**src/rtl/gpu_timing_pkg.sv**
```systemverilog
// Shared raster timing constants (1080p defaults) and the position type used by
// the pixel timing generator and its counters.
package gpu_timing_pkg;

    localparam int H_ACTIVE_1080P = 1920;
    localparam int H_FP_1080P     = 88;
    localparam int H_SYNC_1080P   = 44;
    localparam int H_BP_1080P     = 148;
    localparam int V_ACTIVE_1080P = 1080;
    localparam int V_FP_1080P     = 4;
    localparam int V_SYNC_1080P   = 5;
    localparam int V_BP_1080P     = 36;

    localparam int H_TOTAL_1080P  = H_ACTIVE_1080P + H_FP_1080P + H_SYNC_1080P + H_BP_1080P;
    localparam int V_TOTAL_1080P  = V_ACTIVE_1080P + V_FP_1080P + V_SYNC_1080P + V_BP_1080P;
    localparam int HS_START_1080P = H_ACTIVE_1080P + H_FP_1080P;
    localparam int HS_END_1080P   = HS_START_1080P + H_SYNC_1080P;
    localparam int VS_START_1080P = V_ACTIVE_1080P + V_FP_1080P;
    localparam int VS_END_1080P   = VS_START_1080P + V_SYNC_1080P;

    localparam int H_CNT_W = 12;
    localparam int V_CNT_W = 11;

    typedef struct packed {
        logic [H_CNT_W-1:0] h;
        logic [V_CNT_W-1:0] v;
    } raster_pos_t;

endpackage

```
**src/rtl/raster_counter.sv**
```systemverilog
// Horizontal/vertical raster position counter pair with a configurable reset
// position. Exposes the next-state position so callers can register decodes in step.
module raster_counter
    import gpu_timing_pkg::*;
#(
    parameter int H_TOTAL = H_TOTAL_1080P,
    parameter int V_TOTAL = V_TOTAL_1080P,
    parameter int H_INIT  = 0,
    parameter int V_INIT  = 0
) (
    input  logic        clk,
    input  logic        reset,
    input  logic        en,
    output logic [11:0] h_next,
    output logic [10:0] v_next
);

    localparam logic [11:0] H_LAST = 12'(H_TOTAL - 1);
    localparam logic [10:0] V_LAST = 11'(V_TOTAL - 1);
    localparam raster_pos_t INIT_POS = '{h: 12'(H_INIT), v: 11'(V_INIT)};

    raster_pos_t pos;
    raster_pos_t nxt;

    always_comb begin
        nxt = pos;
        if (!reset) begin
            nxt = INIT_POS;
        end else if (en) begin
            if (pos.h == H_LAST) begin
                nxt.h = '0;
                nxt.v = (pos.v == V_LAST) ? '0 : pos.v + 11'd1;
            end else begin
                nxt.h = pos.h + 12'd1;
            end
        end
    end

    always_ff @(posedge clk) begin
        pos <= nxt;
    end

    assign h_next = nxt.h;
    assign v_next = nxt.v;

endmodule

```
**src/rtl/pixel_timing_gen.sv**
```systemverilog
// Free-running raster timing generator: display position with de/sync decode,
// plus a lead position running FETCH_LEAD pixels ahead for framebuffer fetch.
module pixel_timing_gen
    import gpu_timing_pkg::*;
#(
    parameter int H_ACTIVE   = H_ACTIVE_1080P,
    parameter int H_FP       = H_FP_1080P,
    parameter int H_SYNC     = H_SYNC_1080P,
    parameter int H_BP       = H_BP_1080P,
    parameter int V_ACTIVE   = V_ACTIVE_1080P,
    parameter int V_FP       = V_FP_1080P,
    parameter int V_SYNC     = V_SYNC_1080P,
    parameter int V_BP       = V_BP_1080P,
    parameter bit HS_POL     = 1'b1,
    parameter bit VS_POL     = 1'b1,
    parameter int FETCH_LEAD = 8
) (
    input  logic        clk,
    input  logic        reset,
    input  logic        en,
    output logic [11:0] h_cnt,
    output logic [10:0] v_cnt,
    output logic [10:0] x,
    output logic [10:0] y,
    output logic        de,
    output logic        hsync,
    output logic        vsync,
    output logic        line_start,
    output logic        frame_start,
    output logic [10:0] fetch_x,
    output logic [10:0] fetch_y,
    output logic        fetch_valid
);

    localparam int H_TOTAL  = H_ACTIVE + H_FP + H_SYNC + H_BP;
    localparam int V_TOTAL  = V_ACTIVE + V_FP + V_SYNC + V_BP;
    localparam int HS_START = H_ACTIVE + H_FP;
    localparam int HS_END   = HS_START + H_SYNC;
    localparam int VS_START = V_ACTIVE + V_FP;
    localparam int VS_END   = VS_START + V_SYNC;

    if (H_TOTAL > 4096 || H_ACTIVE > 2048) begin : g_bad_h_total
        $error("horizontal timing does not fit the counter widths");
    end
    if (V_TOTAL > 2048) begin : g_bad_v_total
        $error("V_TOTAL does not fit the 11-bit line counter");
    end
    if (FETCH_LEAD < 1 || FETCH_LEAD > H_TOTAL - 1) begin : g_bad_lead
        $error("FETCH_LEAD outside 1 .. H_TOTAL-1");
    end

    // Bounds are one bit wider than the counters so an end bound equal to 2^N still works.
    localparam logic [12:0] H_ACT_B   = 13'(H_ACTIVE);
    localparam logic [12:0] HS_START_B = 13'(HS_START);
    localparam logic [12:0] HS_END_B  = 13'(HS_END);
    localparam logic [11:0] V_ACT_B   = 12'(V_ACTIVE);
    localparam logic [11:0] VS_START_B = 12'(VS_START);
    localparam logic [11:0] VS_END_B  = 12'(VS_END);

    logic [11:0] main_h, lead_h;
    logic [10:0] main_v, lead_v;

    raster_counter #(
        .H_TOTAL (H_TOTAL),
        .V_TOTAL (V_TOTAL),
        .H_INIT  (0),
        .V_INIT  (0)
    ) u_main (
        .clk    (clk),
        .reset  (reset),
        .en     (en),
        .h_next (main_h),
        .v_next (main_v)
    );

    raster_counter #(
        .H_TOTAL (H_TOTAL),
        .V_TOTAL (V_TOTAL),
        .H_INIT  (FETCH_LEAD),
        .V_INIT  (0)
    ) u_lead (
        .clk    (clk),
        .reset  (reset),
        .en     (en),
        .h_next (lead_h),
        .v_next (lead_v)
    );

    logic main_h_act, main_v_act, lead_h_act, lead_v_act, main_hs, main_vs;

    assign main_h_act = {1'b0, main_h} < H_ACT_B;
    assign main_v_act = {1'b0, main_v} < V_ACT_B;
    assign lead_h_act = {1'b0, lead_h} < H_ACT_B;
    assign lead_v_act = {1'b0, lead_v} < V_ACT_B;
    assign main_hs    = ({1'b0, main_h} >= HS_START_B) && ({1'b0, main_h} < HS_END_B);
    assign main_vs    = ({1'b0, main_v} >= VS_START_B) && ({1'b0, main_v} < VS_END_B);

    // Decodes use the next-state position so every registered output matches h_cnt/v_cnt.
    always_ff @(posedge clk) begin
        h_cnt       <= main_h;
        v_cnt       <= main_v;
        x           <= main_h_act ? main_h[10:0] : '0;
        y           <= main_v_act ? main_v : '0;
        de          <= main_h_act && main_v_act;
        hsync       <= main_hs ? HS_POL : ~HS_POL;
        vsync       <= main_vs ? VS_POL : ~VS_POL;
        line_start  <= reset && en && (main_h == '0);
        frame_start <= reset && en && (main_h == '0) && (main_v == '0);
        fetch_x     <= lead_h_act ? lead_h[10:0] : '0;
        fetch_y     <= lead_v_act ? lead_v : '0;
        fetch_valid <= lead_h_act && lead_v_act;
    end

endmodule

```
**config.mk**
```make
export PLATFORM = sky130hd
export DESIGN_NAME = pixel_timing_gen
export DESIGN_NICKNAME = d
export VERILOG_FILES = /design/src/rtl/gpu_timing_pkg.sv /design/src/rtl/raster_counter.sv /design/src/rtl/pixel_timing_gen.sv
export SDC_FILE = /design/constraint.sdc
export NUM_CORES = 1
export LEC_CHECK = 0
export ABC_AREA = 0
export BUFFER_PORTS_ARGS = -buffer_cell sky130_fd_sc_hd__buf_4
export CAP_MARGIN = 20
export CORE_ASPECT_RATIO = 0.6
export CORE_UTILIZATION = 55
export DETAILED_ROUTE_END_ITERATION = 10
export GPL_TIMING_DRIVEN = 1
export PLACE_DENSITY = 0.79
export RECOVER_POWER = 50
export SLEW_MARGIN = 0
export SYNTH_ARGS = -nofsm -noshare
export SYNTH_HDL_FRONTEND = slang
export SYNTH_SLANG_ARGS = --single-unit
```
**constraint.sdc**
```tcl
create_clock -name clk -period 2.95 [get_ports clk]
set_input_delay 0.295 -clock clk [delete_from_list [all_inputs] [get_ports clk]]
set_output_delay 0.295 -clock clk [all_outputs]
set_load 0.02 [all_outputs]
```
**Word level (Yosys, flattened, before mapping)**

Cells that the tools add are included.
Widths: inputs -> output; s select.

- Multipliers: 0
- Eq/ne operators: 4
- Bitwise gates (word level): 0
- Add/subtract/negate cells: 4
- Muxes and demuxes: 12
- Shift-type cells: 0
- Magnitude comparators: 8
- Div/mod/pow operators: 0
- Reduce and logical (&&, ||, !) cells: 9

Operators with widths:

| operator | count |
|---|---|
| $mux 23 | 4 |
| $mux 11 | 4 |
| $lt 11x11->1 const B | 3 |
| $add 12x1->12 const B | 2 |
| $eq 12x12->1 const B | 2 |
| $lt 12x11->1 const B | 2 |
| $mux 12 | 2 |
| $add 11x1->11 const B | 2 |
| $eq 11x11->1 const B | 2 |
| $ge 12x11->1 const B | 1 |
| $logic_not 12->1 | 1 |
| $lt 12x12->1 const B | 1 |
| $ge 11x11->1 const B | 1 |
| $logic_not 11->1 | 1 |
| $logic_and 1x1->1 | 7 |
| $mux 1 | 2 |

- Bits in registers: 96
- Logic and storage cells: 51
- Bits in latches: 0
- Memories: 0
- ROM bits: 0
- Input port bits: 3
- Output and inout bits: 73
- Memory bits (writable): 0

**Logic depth before layout (Yosys ltp)**

Gate-level depths: netlist of the first run.

- Depth in word-level cells: 8
- Mapped depth: 11
- Gate-level depth less buffers: 10

**Modules after synthesis**

From an unflattened synthesis of the first run, not the netlist that was laid out.

- Cell total of the unflattened synthesis: 420
- Area total of the unflattened synthesis: 4286.6 um2

Modules (own cells, without submodules):

| module | sequential area each (um2) | cells an instance | area an instance (um2) | times used |
|---|---|---|---|---|
| pixel_timing_gen | 1461.4 | 150 | 1958.1 | 1 |
| raster_counter at u_main | 460.4 | 133 | 1173.6 | 1 |
| raster_counter at u_lead | 460.4 | 137 | 1154.9 | 1 |

**Worst setup path before layout of the first run**

No wires, ideal clock.

- Path type: register -> register
- Start point: register u_main.pos[0] (netlist bit)
- End point: register y[0]
- Path slack: 0.276 ns
- Arrival: 2.600 ns
- Data required time: 2.876 ns
- Stages on the path, launching flop included: 10
- Path buffers: 0
- Cells stage by stage: dfxtp_1 inv_1 ha_1 or4bb_1 nor3_4 a21oi_1 a211o_1 or4_4 o21a_4 nor3_2

- Longest elaborated chain between the ends: 6
- Elaborated cells between the ends (all ways): 7
- Those cells by class: add/sub (1); order compare (1); eq/ne (1); mux (4)

Ends and longest elaborated chain:

| item | line | source |
|---|---|---|
| start, declared | raster_counter.sv:22 | `raster_pos_t pos;` |
| start signal, assigned | raster_counter.sv:40 | `pos <= nxt;` |
| $add 11x1->11 or $eq 11x11->1 (tied branches) | raster_counter.sv:32 | `nxt.v = (pos.v == V_LAST) ? '0 : pos.v + 11'd1;` |
| $mux 11 | raster_counter.sv:32 |  |
| $mux 11 | raster_counter.sv:30 | `if (pos.h == H_LAST) begin` |
| $mux 23 (*) | raster_counter.sv:29 | `end else if (en) begin` |
| $mux 23 (*) | raster_counter.sv:27 | `if (!reset) begin` |
| $lt 11x11->1 | pixel_timing_gen.sv:92 | `assign main_v_act = {1'b0, main_v} < V_ACT_B;` |
| end signal, assigned | pixel_timing_gen.sv:103 | `y <= main_v_act ? main_v : '0;` |
| end, declared | pixel_timing_gen.sv:24 | `output logic [10:0] y,` |

Every way passes the cells marked *; elsewhere a longest branch is shown, timed or not.
A chain may end at the register's enable or synchronous reset.

**Worst setup path after layout of the first run**

- Start point: register u_main.pos[2] (netlist bit)
- End point: register y[2]

The elaborated chain is that of the path after synthesis.

==> results.cfg, run 1 <==
[power]
leakage_nw = 1.87
powerDensity_nw_per_um2 = 539
ir_worst_vdd_uv = 421

[sta]
finalSetupViolations = 0
slew_headroom_pct = 63.6
whs_ns = 0.274
finalHoldViolations = 0
post-route-min-period_ns = 2.83
fin_worst_skew_ns = 0.00501
finalCritPeriodShare_pct = 96.1
drv_slew = 0
fmax_ghz = 0.353
tightest_slew_ns = 0.542

[detailed_routing]
vias = 3474
avgViaCountPerCell = 5.63
drtIter0Drc = 316
met2_length_mm = 4.09
met3WireLength_um = 867
drtPass1Iterations = 8
wire_per_inst_um = 15.7
met1_length_mm = 4.57
ant_nets = 0
wirelength_mm = 9.68
drc = 12
highest_layer = met4

[yosys]
avgSynthCellArea_um2 = 9.02
syn_inst = 437
synth_edf_count = 0
synth-seq-cells = 96
syn-cell-area_um2 = 3940
synth_nets = 446
ys_async_sr_fraction_pct = 0
synth_flop_cell = dfxtp_1
ys_types = 60
yosysWarnings = 0
yosysSeqAreaShare_pct = 48.8

[die]
die_h_um = 67.6
rows = 23
start_util_pct = 58.0
core_um2 = 6790
io_pins = 76
die_w_um = 111
die-area_um2 = 7520

[cts]
clk_latency_ns = 0.34
cts-hold-fix-buffers = 0
htreeDepth = 3
cts_made_buffers = 9
clock_sinks = 96
tritoncts = done
cts_root_buf = clkbuf_16
clk_path_buf_depth = 2
clk_pin_slew_ns = 0.06

[cells_and_area]
drive_gt1_share_pct = 12.1
num_antenna_cells = 0
fin_area_um2 = 4740
regArea_um2 = 1920
nNetsFinal = 534
areaGrowthSynthToFinish_pct = 20.3
fillCellCount = 595
multi_input_area_um2 = 1890

[placed_design]
dp_hpwl_mm = 7.02
placed_area_um2 = 4660
gp_congestion = 0.899
io_buffers = 75

[setup_path]
setup.worst_path.end_class = flop
cp_max_fo = 8
reg2reg_from = u_main.pos[2]
cp_slowest_stage_delay_ns = 0.56
cp_slowest_cell = or4bb_1
crit_start = u_main.pos[2]
crit_chain = or4bb_1 > nor3_4 > a21oi_1 > a211o_1 > or4_4 > o21a_4 > nor3_2
r2r-end = y[2]
start_kind = flop
worstPathRequired_ns = 3.21
reg2reg_setup_slack_ns = 0.12
endpoint = y[2]
arrival_ns = 3.09
reg2reg_depth = 7
cp_num_cells = 7
path_buf_inv = 0
path_class = flop to flop
path_delay_family = simple AND/OR/NAND/NOR gates

[run]
cap_viol_max_count = 0

[worst_hold_path]
hold_path_class = input port to flop

[global_route]
grt_usage_pct = 27.4
grt_overflow = 0
antenna_found_initial = 0
grt_pass1_wl_mm = 15.8
grt_pass1_vias = 3167
grt_start_max_net_pins = 26

[outcome]
violations = design-rule violations
status = finished, violations left
[power by group]
part           total [W]  internal [W]  switching [W]
sequential       0.00132       0.00131      0.0000131
clock            0.00115      0.000678       0.000471
combinational  0.0000823     0.0000257      0.0000566
[kinds of logic after synthesis]
logic type / after synthesis / synth area share (%)
fa+ha+maj: 6 / 1.90
simple gates: 218 / 30.5
mux: 2 / 0.508
flops: 96 / 48.8
compound gates: 50 / 8.51
buf+inv: 38 / 3.78
xor+xnor: 27 / 6.00
[Yosys cell counts (all sizes together), types with 2 or more instances]
cell     n  share of area, %
and2     9               1.5
or2      5              0.79
a21o     2              0.41
dfxtp   96                49
o22ai    2              0.32
nand2b   3              0.48
o21ai   14               1.8
nor3b    3              0.57
o31ai    2              0.73
o21bai   2              0.38
o21a     4              0.95
a21oi   12               1.5
xor2    12               2.7
or4      4              0.89
nor4b    2              0.44
buf      6              0.73
a31oi    2              0.32
nand4   14               2.2
nor2    48               4.6
or3      8               1.3
inv     22               2.1
and4     3              0.70
nor4bb   2              0.51
mux2i    2              0.51
xnor2   15               3.3
nand2   33               3.1
nor2b    6              0.95
nor3    28               4.3
ha       6               1.9
a211oi   3              0.57
and3    12               1.9
nor4    10               1.6
or4b     3              0.86
clkbuf  10              0.95
nand3   20               2.5
[per-layer routing]
metal	GRT usage (%)	vias to the layer above
met1	38.0	1591
met3	7.18	21
met2	41.4	152
met4	9.80	0
li1	-	1710
met5	0	-
[worst min path at each step]
stage / depth (start not counted) / to / slack [ns] / start
finish: 2 / u_lead.pos[14] / 0.27 / reset
detailed placement: 2 / fetch_y[1] / 0.52 / u_lead.pos[1]
global route: 2 / u_lead.pos[14] / 0.28 / reset
CTS: 2 / u_lead.pos[14] / 0.26 / reset
global placement: 2 / u_lead.pos[1] / 0.50 / u_lead.pos[1]
floorplan: 2 / u_lead.pos[9] / 0.46 / reset
[through the flow]
step / setup WS [ns] / TNS, ns / instances / utilization (%) / total power (W)
2_1_floorplan: 0.276 / 0 / 437 / - / 0.00141
3_3_place_gp: 0.167 / 0 / 596 / 68.6 / 0.00144
3_5_place_dp: 0.0325 / 0 / 596 / 68.6 / 0.00144
4_1_cts: 0.00363 / 0 / 612 / 73.0 / 0.00258
5_1_grt: -0.0117 / -0.0117 / 617 / 69.8 / 0.00264
6_report: 0.115 / 0 / 617 / 69.8 / 0.00256
[cells in the final DEF, fill, tap and decap left out, types with 3 or more instances in the layout]
cell	instances
nor4_1	9
a21oi_1	12
xor2_1	12
nor3_2	4
clkbuf_16	9
ha_1	6
inv_1	20
nor2_1	48
nor3b_1	3
buf_4	19
or3_1	8
nand2_1	33
or2_2	5
dfxtp_1	96
a211oi_1	3
and3_1	12
nor3_1	23
and2_1	8
clkbuf_1	74
xnor2_1	15
nor2b_1	6
nand3_1	20
nand4_1	14
nand2b_1	3
o21ai_0	14
[state kept, by name, summed over array words and instances (netlist names), 11 cells and up]
signal      count
fetch_x        11
fetch_y        11
u_lead.pos     23
u_main.pos     23
x              11
y              11
[cell type report]
| cell class | count | share of cell area [%] |
|---|---|---|
| Inverter | 22 | 1.74 |
| Multi-Input combinational cell | 303 | 39.9 |
| Sequential cell | 96 | 40.5 |
| Timing Repair Buffer | 93 | 9.21 |
| Clock inverter | 5 | 1.19 |
| Clock buffer | 11 | 5.12 |
| Tap cell | 87 | 2.30 |
[what timing repair did]
item	in CTS	in global routing
gates resized for setup	0	7
setup endpoints to repair	0	16
setup buffers	0	5
Power figures use the tool's default switching activity.
==> run 2, diff against run 1 <==
--- a/config.mk
+++ b/config.mk
@@ -9,12 +9,12 @@
 export BUFFER_PORTS_ARGS = -buffer_cell sky130_fd_sc_hd__buf_4
 export CAP_MARGIN = 20
 export CORE_ASPECT_RATIO = 0.6
-export CORE_UTILIZATION = 55
+export CORE_UTILIZATION = 49
 export DETAILED_ROUTE_END_ITERATION = 10
 export GPL_TIMING_DRIVEN = 1
-export PLACE_DENSITY = 0.79
+export PLACE_DENSITY = 0.75
 export RECOVER_POWER = 50
-export SLEW_MARGIN = 0
+export SLEW_MARGIN = 20
 export SYNTH_ARGS = -nofsm -noshare
 export SYNTH_HDL_FRONTEND = slang
 export SYNTH_SLANG_ARGS = --single-unit
==> constraint.sdc (replaced) <==
create_clock -name clk -period 2.5 [get_ports clk]
set_input_delay 0.25 -clock clk [delete_from_list [all_inputs] [get_ports clk]]
set_output_delay 0.25 -clock clk [all_outputs]
set_load 0.02 [all_outputs]
==> run 2 against run 1 <==
The run ends with negative setup slack left. Total power grew 21%. Utilization up 0.68 points. Via count rose by 7.1%. Register-to-register slack worse by 0.16 ns. Clock-buffer cell count is 1 higher.
==> results.cfg, run 2 (synthesis results as in run 1) <==
[outcome]
status = finished, violations left
violations = negative setup slack

[power]
leakage_nw = 2.19
powerDensity_nw_per_um2 = 586
ir_worst_vdd_uv = 388

[global_route]
grt_overflow = 0
grt_usage_pct = 25.3
antenna_found_initial = 0
grt_start_max_net_pins = 26
grt_pass1_vias = 3407
grt_pass1_wl_mm = 16.7

[sta]
finalCritPeriodShare_pct = 102
timing.final.ws_setup_ns = -0.0410
finalSetupViolations = 6
fin_worst_skew_ns = 0.00828
fin_setup_tns_ns = -0.0975
post-route-min-period_ns = 2.54
finalHoldViolations = 0
fmax_ghz = 0.394
rsz0062_at_grt = true
slew_headroom_pct = 53.3
drv_slew = 0
tightest_slew_ns = 0.692

[setup_path]
reg2reg_from = u_main.pos[17]
worstPathRequired_ns = 2.75
cp_slowest_cell = or2_2
reg2reg_depth = 9
crit_start = u_main.pos[17]
endpoint = x[0]
path_class = flop to flop
path_buf_inv = 2
start_kind = flop
setup.worst_path.end_class = flop
reg2reg_setup_slack_ns = -0.04
r2r-end = x[0]
crit_chain = clkbuf_1 > nand4_1 > nor4_2 > xnor2_1 > nor3_1 > nor4bb_2 > buf_4 > or2_2 > nor3_1
cp_max_fo = 8
path_delay_family = simple AND/OR/NAND/NOR gates
worst_path_most_repeated_cell = nor3_1
cp_num_cells = 9
arrival_ns = 2.79
cp_slowest_stage_delay_ns = 0.38

[cells_and_area]
layout_common_cells = 90 x dfxtp_1, 76 x buf_4, 72 x clkbuf_1, 47 x nor2_1, 32 x nand2_1
finalNonFillerCells = 689
drive_gt1_share_pct = 24.3
areaGrowthSynthToFinish_pct = 34.2
num_antenna_cells = 0
layout_commonest_cell = dfxtp_1
nNetsFinal = 589
reg.largest.list = u_lead.pos x23, u_main.pos x23

[detailed_routing]
avgViaCountPerCell = 5.40
drtIter0Drc = 236
vias = 3721
wire_per_inst_um = 15.0
drc = 0
drtPass1Iterations = 5
wirelength_mm = 10.3
ant_nets = 0

[cts]
cts_root_buf = clkbuf_16
htreeDepth = 3
clk_pin_slew_ns = 0.06
clock_sinks = 96
clk_latency_ns = 0.34
cts_made_buffers = 9
clk_path_buf_depth = 2
tritoncts = done

[placed_design]
dp_hpwl_mm = 7.49
io_buffers = 75
dp.cells = 669
gp_congestion = 0.966

[die]
rows = 24
die_h_um = 71.5
core_um2 = 7510
io_pins = 76
die_w_um = 118
start_util_pct = 52.5
die-area_um2 = 8420

[worst_hold_path]
hold_path_class = input port to flop

[run]
cap_viol_max_count = 0
-- run 2: cell types whose count changed in the layout (fill, tap and decap cells not counted), sizes merged --
| cell | change |
|---|---|
| inv | +1 |
| clkinvlp | -1 |
| clkbuf | -1 |
| clkinv | -1 |
| buf | +57 |
-- run 2: per-stage QoR --
| step | setup WS [ns] | util, % | cell area (um^2) | hold slack (ns) | power (W) |
|---|---|---|---|---|---|
| 2_1_floorplan | -0.0707 | - | 3960 | 0.415 | 0.00166 |
| 3_3_place_gp | -0.0654 | 68.0 | 5100 | 0.505 | 0.00171 |
| 3_5_place_dp | -0.161 | 68.0 | 5100 | 0.518 | 0.00172 |
| 4_1_cts | -0.0123 | 72.9 | 5470 | 0.211 | 0.00313 |
| 5_1_grt | -0.204 | 70.5 | 5290 | 0.218 | 0.00320 |
| 6_report | -0.0410 | 70.5 | 5290 | 0.224 | 0.00310 |
-- run 2: report_power, final --
| group | leakage (nW) | internal (W) | switching (W) | total (W) |
|---|---|---|---|---|
| combinational | 1.26 | 0.0000415 | 0.0000783 | 0.000120 |
| clock | 0.158 | 0.000863 | 0.000564 | 0.00143 |
| sequential | 0.778 | 0.00155 | 0.00000712 | 0.00155 |
| total | 2.19 | 0.00245 | 0.000649 | 0.00310 |
-- run 2: how the worst min path moves through the flow --
stage                  start             end  slack, ns  cells past startpoint
2_1_floorplan          reset   u_lead.pos[9]       0.42                      2
3_3_place_gp   u_lead.pos[1]   u_lead.pos[1]       0.51                      2
3_5_place_dp   u_lead.pos[1]   u_lead.pos[1]       0.52                      2
4_1_cts                reset  u_lead.pos[14]       0.21                      2
5_1_grt                reset  u_lead.pos[14]       0.22                      2
6_report               reset  u_lead.pos[14]       0.22                      2
-- run 2: cell type report --
cell class / count / area, um^2
clock buffers: 12 / 268
clock inverters: 4 / 48.8
fillers: 645 / 2220
inverters: 22 / 82.6
multi-input cells: 303 / 1980
flip-flops and latches: 96 / 1930
well taps: 104 / 130
repair buffers: 148 / 848
-- run 2: worst reg2reg max path, stage by stage, from the launching register on --
cell      delay [ns]
dfxtp_1         0.33
clkbuf_1        0.27
nand4_1         0.22
nor4_2          0.37
xnor2_1         0.27
nor3_1          0.10
nor4bb_2        0.18
buf_4           0.15
or2_2           0.38
nor3_1          0.19
-- run 2: layer usage --
| layer | wire [um] | GRT usage [%] |
|---|---|---|
| met5 | 0 | 0 |
| met4 | 118 | 5.98 |
| met3 | 833 | 7.01 |
| met2 | 4540 | 38.6 |
| met1 | 4820 | 35.8 |
-- run 2: timing repair --
action,in CTS,in global routing
pin swaps,6,4
buffers inserted,1,3
resized for setup,11,16
hold buffers,0,0
setup endpoints to repair,15,26
==> run 3, diff against run 2 <==
--- a/config.mk
+++ b/config.mk
@@ -6,13 +6,14 @@
 export NUM_CORES = 1
 export LEC_CHECK = 0
 export ABC_AREA = 0
-export BUFFER_PORTS_ARGS = -buffer_cell sky130_fd_sc_hd__buf_4
 export CAP_MARGIN = 20
 export CORE_ASPECT_RATIO = 0.6
-export CORE_UTILIZATION = 49
+export CORE_MARGIN = 2
+export CORE_UTILIZATION = 56
 export DETAILED_ROUTE_END_ITERATION = 10
+export DONT_BUFFER_PORTS = 1
 export GPL_TIMING_DRIVEN = 1
-export PLACE_DENSITY = 0.75
+export PLACE_DENSITY = 0.74
 export RECOVER_POWER = 50
 export SLEW_MARGIN = 20
 export SYNTH_ARGS = -nofsm -noshare
==> run 3 against run 2 <==
The flow still finishes with violations (negative setup slack). Hold slack worse by 0.19 ns. Critical path depth unchanged. Register-to-register slack worse by 0.04 ns. Clock-buffer cell count down 1. Maximum frequency down 1.5%. Die area down 8.0%. Sequential share of layout area up 3.6 points. Wire length down 6.5%. Final cell count down 15%. Clock skew up 0.00053 ns. Cell area down 9.1%. Critical path type unchanged. Critical endpoint is now vsync. Largest cell class unchanged. Highest routed layer unchanged.
==> results.cfg, run 3 (synthesis results as in run 1) <==
[cells_and_area]
layout_common_cells = 90 x dfxtp_1, 53 x buf_4, 48 x nor2_1, 33 x nand2_1, 23 x nor3_1
areaGrowthSynthToFinish_pct = 22.0
num_antenna_cells = 0
layout_commonest_cell = dfxtp_1
drive_gt1_share_pct = 22.6
reg.largest.list = u_lead.pos x23, u_main.pos x23
nNetsFinal = 505

[sta]
finalHoldViolations = 0
timing.final.ws_setup_ns = -0.0803
tightest_slew_ns = 0.444
fmax_ghz = 0.388
post-route-min-period_ns = 2.58
rsz0062_at_grt = true
finalCritPeriodShare_pct = 103
finalSetupViolations = 9
fin_setup_tns_ns = -0.487
slew_headroom_pct = 70.4
fin_worst_skew_ns = 0.00880
drv_slew = 0

[die]
die_h_um = 69.0
die_w_um = 112
start_util_pct = 58.5
rows = 23
die-area_um2 = 7750
io_pins = 76
core_um2 = 6730

[detailed_routing]
drtPass1Iterations = 7
vias = 3344
ant_nets = 0
drtIter0Drc = 297
wirelength_mm = 9.65
wire_per_inst_um = 16.4
drc = 0
avgViaCountPerCell = 5.69

[cts]
clock_sinks = 96
htreeDepth = 3
clk_pin_slew_ns = 0.07
cts_root_buf = clkbuf_16
clk_latency_ns = 0.34
clk_path_buf_depth = 2
tritoncts = done
cts_made_buffers = 9

[setup_path]
cp_max_fo = 10
reg2reg_from = u_main.pos[11]
setup.worst_path.end_class = flop
crit_start = u_main.pos[11]
reg2reg_depth = 9
worstPathRequired_ns = 2.77
path_class = flop to flop
start_kind = flop
r2r-end = vsync
endpoint = vsync
arrival_ns = 2.85
reg2reg_setup_slack_ns = -0.08

[global_route]
grt_start_max_net_pins = 25
grt_usage_pct = 26.0
grt_pass1_wl_mm = 15.5
antenna_found_initial = 0
grt_pass1_vias = 3097
grt_overflow = 0

[run]
cap_viol_max_count = 0

[power]
ir_worst_vdd_uv = 529
leakage_nw = 1.97
powerDensity_nw_per_um2 = 605

[placed_design]
dp_hpwl_mm = 6.80
dp_slack_ns = -0.0894
gp_congestion = 0.938
io_buffers = 0

[worst_hold_path]
hold_path_class = input port to flop
min_from = reset

[outcome]
violations = negative setup slack
status = finished, violations left
[run 3: worst max-delay path, stage by stage (launching register included)]
cell,delay (ns)
dfxtp_2,0.33
ha_1,0.18
and4bb_2,0.25
nand4_1,0.24
buf_4,0.27
nor3b_1,0.26
a21oi_2,0.08
buf_4,0.16
or4_2,0.60
a21oi_1,0.13
[run 3: repair_timing]
action                     4_1_cts  5_1_grt
hold buffers                     1        0
setup endpoints to repair       13       17
resized for setup                7       14
setup buffers                    1        5
hold endpoints to repair         2        0
pin swaps                        5        7
[run 3: power by group]
part	internal, W	switching [W]
clock	0.000699	0.000563
combinational	0.0000284	0.0000467
sequential	0.00155	0.0000232
total	0.00227	0.000633
[run 3: final cells by class]
class	instances	area [um^2]
clock inverters	5	31.3
repair buffers	64	445
inverters	22	85.1
flip-flops and latches	96	1930
clock buffers	11	243
fillers	540	1920
well taps	87	109
multi-input cells	303	1960
[run 3: metrics by stage]
| step | util [%] | instance area [um^2] | hold WS [ns] | total power (W) | instances |
|---|---|---|---|---|---|
| floorplan | - | 3960 | 0.415 | 0.00166 | 437 |
| global placement | 65.8 | 4430 | 0.329 | 0.00168 | 565 |
| detailed placement | 65.8 | 4430 | 0.337 | 0.00168 | 565 |
| CTS | 70.6 | 4760 | 0.0176 | 0.00293 | 583 |
| global route | 71.4 | 4810 | 0.0202 | 0.00299 | 588 |
| finish | 71.4 | 4810 | 0.0305 | 0.00291 | 588 |
[run 3: worst min path at each step]
stage                     endpoint  slack [ns]  depth (start not counted)
floorplan            u_lead.pos[9]        0.42                          2
global placement    u_lead.pos[14]        0.33                          1
detailed placement  u_lead.pos[14]        0.34                          1
CTS                  u_main.pos[3]        0.02                          2
global route         u_lead.pos[6]        0.02                          1
finish               u_main.pos[3]        0.03                          2
[run 3: routing by layer]
metal  vias to the layer above  share of wire [%]  wire length (um)  track usage [%]
li1                       1640                  -                 -                -
met1                      1550                 47              4550             35.9
met2                       145                 42              4070             38.5
met4                         0                1.2               112             8.54
met5                         -                  0                 0                0
met3                         9                9.5               919             9.18
